File: src/rtl/mem_port_arbiter.sv
// Single-port memory arbiter: debug > data > fetch, with a fetch starvation override,
// wrapping each access in a fixed-latency request/done handshake (IDLE -> ACCESS -> RESP).
module mem_port_arbiter #(
  parameter int unsigned ADDR_W     = 13,
  parameter int unsigned DATA_W     = 8,
  parameter int unsigned MEM_LAT    = 2,
  parameter int unsigned STARVE_MAX = 3
) (
  input  logic              clk,
  input  logic              rst,
  input  logic              if_req,
  input  logic [ADDR_W-1:0] if_addr,
  output logic              if_gnt,
  output logic              if_done,
  input  logic              dt_req,
  input  logic              dt_we,
  input  logic [ADDR_W-1:0] dt_addr,
  input  logic [DATA_W-1:0] dt_wdata,
  output logic              dt_gnt,
  output logic              dt_done,
  input  logic              dbg_req,
  input  logic              dbg_we,
  input  logic [ADDR_W-1:0] dbg_addr,
  input  logic [DATA_W-1:0] dbg_wdata,
  output logic              dbg_gnt,
  output logic              dbg_done,
  output logic [DATA_W-1:0] rdata,
  output logic [ADDR_W-1:0] mem_addr,
  output logic [DATA_W-1:0] mem_wdata,
  output logic              mem_read,
  output logic              mem_write,
  input  logic [DATA_W-1:0] mem_rdata,
  output logic              busy
);

  localparam int unsigned LAT_W    = (MEM_LAT > 1) ? $clog2(MEM_LAT) : 1;
  localparam int unsigned STARVE_W = $clog2(STARVE_MAX + 1);
  localparam int unsigned N_REQ    = 3;

  typedef enum logic [1:0] {
    IDLE   = 2'd0,
    ACCESS = 2'd1,
    RESP   = 2'd2
  } state_t;

  state_t              state;
  state_t              state_nxt;

  // grant bits: [0] fetch, [1] data, [2] debug
  logic [N_REQ-1:0]    gnt_q;
  logic [ADDR_W-1:0]   addr_q;
  logic [DATA_W-1:0]   wdata_q;
  logic                we_q;
  logic [LAT_W-1:0]    lat_cnt;
  logic [STARVE_W-1:0] starve_cnt;
  logic [DATA_W-1:0]   rdata_q;

  logic                win_if;
  logic                win_dt;
  logic                win_dbg;
  logic                any_win;
  logic                fetch_boost;
  logic                lat_done;

  // Priority pick; only acted upon while IDLE
  always_comb begin
    win_if      = 1'b0;
    win_dt      = 1'b0;
    win_dbg     = 1'b0;
    fetch_boost = if_req && (starve_cnt == STARVE_W'(STARVE_MAX));
    if (dbg_req) begin
      win_dbg = 1'b1;
    end else if (dt_req && !fetch_boost) begin
      win_dt = 1'b1;
    end else if (if_req) begin
      win_if = 1'b1;
    end
  end

  assign any_win  = win_if | win_dt | win_dbg;
  assign lat_done = (lat_cnt == '0);

  // State register
  always_ff @(posedge clk) begin
    if (rst) begin
      state <= IDLE;
    end else begin
      state <= state_nxt;
    end
  end

  // Next-state logic
  always_comb begin
    state_nxt = state;
    case (state)
      IDLE:    if (any_win) state_nxt = ACCESS;
      ACCESS:  if (lat_done) state_nxt = RESP;
      RESP:    state_nxt = IDLE;
      default: state_nxt = IDLE;
    endcase
  end

  // Outputs decoded from registered state and grant
  always_comb begin
    busy      = 1'b0;
    mem_read  = 1'b0;
    mem_write = 1'b0;
    if_gnt    = gnt_q[0];
    dt_gnt    = gnt_q[1];
    dbg_gnt   = gnt_q[2];
    if_done   = 1'b0;
    dt_done   = 1'b0;
    dbg_done  = 1'b0;
    case (state)
      ACCESS: begin
        busy      = 1'b1;
        mem_read  = !we_q;
        mem_write = we_q;
      end
      RESP: begin
        busy     = 1'b1;
        if_done  = gnt_q[0];
        dt_done  = gnt_q[1];
        dbg_done = gnt_q[2];
      end
      default: begin
      end
    endcase
  end

  // Grant, operand latch, latency counter and read capture
  always_ff @(posedge clk) begin
    if (rst) begin
      gnt_q   <= '0;
      addr_q  <= '0;
      wdata_q <= '0;
      we_q    <= 1'b0;
      lat_cnt <= '0;
      rdata_q <= '0;
    end else begin
      case (state)
        IDLE: begin
          if (any_win) begin
            gnt_q   <= {win_dbg, win_dt, win_if};
            lat_cnt <= LAT_W'(MEM_LAT - 1);
            if (win_dbg) begin
              addr_q  <= dbg_addr;
              we_q    <= dbg_we;
              wdata_q <= dbg_wdata;
            end else if (win_dt) begin
              addr_q  <= dt_addr;
              we_q    <= dt_we;
              wdata_q <= dt_wdata;
            end else begin
              addr_q <= if_addr;
              we_q   <= 1'b0;
            end
          end
        end
        ACCESS: begin
          if (lat_done) begin
            if (!we_q) rdata_q <= mem_rdata;
          end else begin
            lat_cnt <= lat_cnt - LAT_W'(1);
          end
        end
        RESP: begin
          gnt_q <= '0;
        end
        default: begin
          gnt_q <= '0;
        end
      endcase
    end
  end

  // Saturating count of arbitrations fetch lost while requesting
  always_ff @(posedge clk) begin
    if (rst) begin
      starve_cnt <= '0;
    end else if (state == IDLE) begin
      if (win_if) begin
        starve_cnt <= '0;
      end else if (if_req && any_win && (starve_cnt != STARVE_W'(STARVE_MAX))) begin
        starve_cnt <= starve_cnt + STARVE_W'(1);
      end
    end
  end

  assign rdata     = rdata_q;
  assign mem_addr  = addr_q;
  assign mem_wdata = wdata_q;

endmodule

File: config.mk
export PLATFORM = sky130hd
export DESIGN_NAME = mem_port_arbiter
export DESIGN_NICKNAME = d
export VERILOG_FILES = /design/src/rtl/mem_port_arbiter.sv
export SDC_FILE = /design/constraint.sdc
export NUM_CORES = 1
export LEC_CHECK = 0
export ABC_CLOCK_PERIOD_IN_PS = 1560
export CAP_MARGIN = 5
export CORE_MARGIN = 5
export CORE_UTILIZATION = 36
export CTS_BUF_LIST = sky130_fd_sc_hd__clkbuf_2 sky130_fd_sc_hd__clkbuf_4 sky130_fd_sc_hd__clkbuf_8
export DETAILED_ROUTE_END_ITERATION = 10
export PLACE_DENSITY = 0.76
export SLEW_MARGIN = 30
export SYNTH_ARGS = -nofsm -noshare
export SYNTH_HDL_FRONTEND = slang
export SYNTH_SLANG_ARGS = --single-unit
File: constraint.sdc
create_clock -name clk -period 1.56 [get_ports clk]
set_input_delay 0.468 -clock clk [delete_from_list [all_inputs] [get_ports clk]]
set_output_delay 0.468 -clock clk [all_outputs]
set_load 0.1 [all_outputs]
# Yosys cells after proc, flatten, opt, wreduce, memory -nomap -nowiden
# Cells that the tools add are included.
dict set report totals {
  register_bits 38
  in_bits 70
  out_inout_bits 38
  word_cells 67
}
dict set report classes {
  addsub 2
  eq_ne 6
  muxes 28
  bitwise 5
  reduce_logical 18
}
# operator count
set ops {}
lappend ops {{$mux W13} 2}
lappend ops {{$mux W1} 16}
lappend ops {{$mux W8} 2}
lappend ops {{$reduce_and A2 Y1} 5}
lappend ops {{$mux W2} 4}
lappend ops {{$ne A2 B2 Y1 const B} 3}
lappend ops {{$pmux W3 S2} 1}
lappend ops {{$reduce_and A3 Y1} 2}
lappend ops {{$reduce_bool A2 Y1} 3}
lappend ops {{$eq A2 B2 Y1 const B} 2}
lappend ops {{$logic_and A1 B1 Y1} 4}
lappend ops {{$pmux W2 S2} 1}
lappend ops {{$mux W3} 1}
lappend ops {{$not A1 Y1} 3}
lappend ops {{$add A2 B1 Y2 const B} 1}
lappend ops {{$eq A2 B1 Y1 const B} 1}
lappend ops {{$logic_not A1 Y1} 2}
lappend ops {{$logic_not A2 Y1} 1}
lappend ops {{$or A1 B1 Y1} 2}
lappend ops {{$pmux W1 S2} 1}
lappend ops {{$reduce_or A2 Y1} 1}
lappend ops {{$sub A1 B1 Y1 const B} 1}

# Longest topological paths before layout
dict set report depth {
  ltp_word 12
  depth_mapped 6
  depth_no_buf 5
}

# Worst setup path after synthesis
# No wires, ideal clock.
dict set report synth_path {
  path_kind {reg-to-output}
  from {reg state[1]}
  to {out mem_read}
  arrival_time_ps 1993
  t_required_ps 1092
  path_slack_ps -901
  stages_incl_launch_ff 5
  n_path_buf 0
  cell_sequence {dfxtp_1 -> inv_1 -> ha_1 -> inv_1 -> nor2_1}
}
dict set report synth_via {
  elab_chain_cells 2
}
# item line_no
set synth_lines {}
lappend synth_lines {{start: declaration} 46} ;# state_t state;
lappend synth_lines {{start signal: assignment} 88} ;# state <= state_nxt;
lappend synth_lines {{$eq A2 B1 Y1} 114} ;# case (state)
lappend synth_lines {{$mux W1} 114}
lappend synth_lines {{end: declaration} 30} ;# output logic mem_read,
# No other way between the ends.

# Final worst setup path
dict set report layout_path {
  from {reg state[0]}
  to {out dbg_done}
}
dict set report layout_via {
  elab_chain_cells 2
}
# item line_no
set layout_lines {}
lappend layout_lines {{$eq A2 B2 Y1} 114}
lappend layout_lines {{$mux W1} 114}
lappend layout_lines {{end: declaration} 26} ;# output logic dbg_done,
# No other way between the ends.

==> results.txt <==
Slew at the pin with the worst max-slew slack = 0.263 ns
Total count of max-transition violations in the final report = 0
Count of unresolved DRC violations after routing = 0
Setup repair after global routing missed its margin = true
Final setup fails = 6
Critical path class = reg2out
X dimension of the die = 84.8 µm
Starting density of the core = 0.368
Total power consumption of the routed design = 4.83 mW
Dominant combinational cell family by area after synthesis = simple AND/OR/NAND/NOR gates
Total global routing track utilization = 0.190
Non-filler cells, final = 424
CTS tree = yes
Cell chain of the critical path = inv_4 -> ha_4 -> and2_4 -> buf_12
Sequential area share after synthesis = 0.378
Synthesized-area fraction occupied by xor and xnor cells = 0
Post-route minimum period = 1.67 ns
Top Usage Layer GRT = met2
Number of search-and-repair iterations in the first detailed-routing pass = 4
Total Nets Final = 428
Slack of the critical path = -0.113 ns
Flip-flop cell with the highest count after synthesis = sky130_fd_sc_hd__dfxtp_1
I/O pins = 108
Compound-cell area share of the yosys netlist = 0.184
GR Util met3 = 0.0500
Worst min path class = reg2reg
Core Region = 5470 µm²
FILL cells = 395
Pin count of the biggest net entering global routing = 24
Longest individual stage delay on the worst path = 0.38 ns
Clock-pin slew on the worst setup and hold paths = 0.07 ns
Synth unique cells = 39
Proportion of synthesized flip-flops having asynchronous set or reset = 0
CTS Hold Bufs = 0
Final global-route overflow total = 0
Crit-path max FO = 3
Result of the run = complete, but fails checks
Via count of the first global-routing pass = 2,327
Portion of netlist area occupied by mux cells = 0.147
Yosys warning count = 0
Detailed Place HPWL = 5.22 mm
Max-cap violation count = 0
Crit end category = output port
Total CTS buffers = 5
Placed insts = 412
Power density over cell area = 1220 nW/µm²
Number of instances in the synthesized netlist = 221
Fraction of the mapped netlist area in adder cells = 0.0311
ANT cells = 0
Synth Register Bits = 38
Critical path arrival = 1.20 ns
Simple-Gate Fraction of Synth Area = 0.207
Crit path required time = 1.09 ns
Root buf cell = sky130_fd_sc_hd__clkbuf_8
Clock Path Buffers = 2
Final setup skew = 0.00438 ns
Global-route wire length before repair = 11.1 mm
Met2 capacity usage during global routing = 0.328
Avg Vias per Cell = 5.21
Count of input and output buffers = 107
Synthesized area per cell = 9.12 µm²
Worst ir drop on vdd = 0.726 mV
Number of nets produced by synthesis = 296
Number of enable-type register cells in the synthesized netlist = 0
Failing checks = setup timing
Static leakage = 1.57 nW
TritonCTS sink count = 38
DRT Wirelength = 6.79 mm
Layout Area Growth over Synthesis = 96.4%
Insertion delay to the later sink of the worst-skew pair = 0.28 ns
Std cell rows = 27
Worst slew margin relative to its limit = 0.823
Starting DRT DRC Count = 71
Upper clock frequency limit = 598 MHz
Total standard cell area after synthesis = 2010 µm²
Antenna-violating nets left = 0
Hold Fails Final Rpt = 0
Routability congestion estimate = 0.777
Layout cells sized above 1 = 0.324
Detailed-route wire length per cell = 16.0 µm
Final worst-path cycle share = 1.07
Die Footprint = 7190 µm²
Initial antenna violation count = 0
Startpoint kind of the worst setup timing path = register
H-tree levels = 2
Die Height = 84.8 µm
Crit path max-delay cell type = sky130_fd_sc_hd__dfxtp_4
Vias after detailed routing = 2,208
Met1 Track Usage GR = 0.218
-- state kept, by name, summed over array words and instances (netlist names) --
name        flops
mem_addr       13
mem_wdata       8
rdata           8
gnt_q           3
starve_cnt      2
state           2
lat_cnt         1
we_q            1
-- final timing paths --
check	slack [ns]	end	startpoint	cells after the start
setup / recovery	-0.11	dbg_done	state[0]	4
hold / removal	0.50	starve_cnt[0]	starve_cnt[0]	2
setup reg to reg	0.05	state[0]	state[0]	6
hold reg to reg	0.50	starve_cnt[0]	starve_cnt[0]	2
-- through the flow --
step | hold slack [ns] | utilization | cell area (µm²) | setup slack (ns) | setup TNS [ns]
after floorplan | 0.470 | - | 2040 | -0.134 | -0.136
after global placement | 0.486 | 0.682 | 3730 | -0.375 | -9.41
after detailed placement | 0.492 | 0.682 | 3730 | -0.441 | -10.87
after CTS | 0.503 | 0.719 | 3940 | -0.104 | -0.565
after global routing | 0.521 | 0.723 | 3960 | -0.143 | -0.949
final | 0.503 | 0.723 | 3960 | -0.113 | -0.581
-- cell families after synthesis --
kind of cell,count (synthesis)
AND/OR/NAND/NOR,80
AO/OA/AOI/OAI,48
flip-flops,38
multiplexers,28
buffers and inverters,22
adder cells (fa/ha/maj),5
-- cell type report --
class / count / area, µm² / share of cell area
well taps: 72 / 90.1 / 0.0228
repair buffers: 142 / 1760 / 0.444
multi-input cells: 161 / 1230 / 0.311
inverters: 5 / 26.3 / 0.00664
flip-flops and latches: 38 / 772 / 0.195
clock buffers: 6 / 82.6 / 0.0209
-- routing by layer --
layer	up-vias	wire length, µm
met3	19	470
met5	-	0
met2	101	3510
met4	0	187
li1	1053	-
met1	1035	2630
-- critical path: cells and delay by family (launching register included) --
kind / cells / cell delay (ns)
adder cells (fa/ha/maj): 1 / 0.16
AND/OR/NAND/NOR: 1 / 0.16
buffers and inverters: 2 / 0.22
flip-flops: 1 / 0.38
-- cell usage after synthesis (all sizes together), types with 2 or more instances --
master  count  area share
and2        6       0.019
nand3b      4       0.015
inv         4      0.0075
mux2       12       0.067
a2111o      2       0.011
o21ai       6       0.020
buf        14       0.039
nand2       2      0.0037
nand3      20       0.050
dfxtp      38        0.38
o31ai       5       0.025
a311oi     10       0.047
nor2       29       0.054
a21oi      19       0.049
mux2i      16       0.080
clkbuf      3      0.0056
nor2b       8       0.025
ha          5       0.031
nor3        6       0.015
-- cell usage in the layout, fill, tap and decap left out, drive strengths merged, types with 2 or more instances in the layout --
| master | n |
|---|---|
| nand3b | 4 |
| inv | 4 |
| and2 | 6 |
| clkbuf | 6 |
| o21ai | 6 |
| mux2 | 12 |
| nor2b | 8 |
| ha | 5 |
| dfxtp | 38 |
| nor3 | 6 |
| nor2 | 29 |
| nand2 | 2 |
| clkdlybuf4s50 | 66 |
| a2111o | 2 |
| buf | 74 |
| o31ai | 5 |
| mux2i | 16 |
| a21oi | 19 |
| nand3 | 20 |
| dlygate4sd2 | 2 |
| a311oi | 10 |
-- report_power, final --
group	total, mW	internal, mW	leakage [nW]	switching (mW)
sequential	1.31	1.14	0.316	0.176
combinational	2.86	1.21	1.21	1.65
clock	0.661	0.341	0.0431	0.320
-- repair_timing --
action	CTS	global route
setup endpoints to repair	34	17
resized for setup	23	4
pin swaps	7	0
setup buffers	5	1
Note: power is estimated with default switching activity, not from simulation.
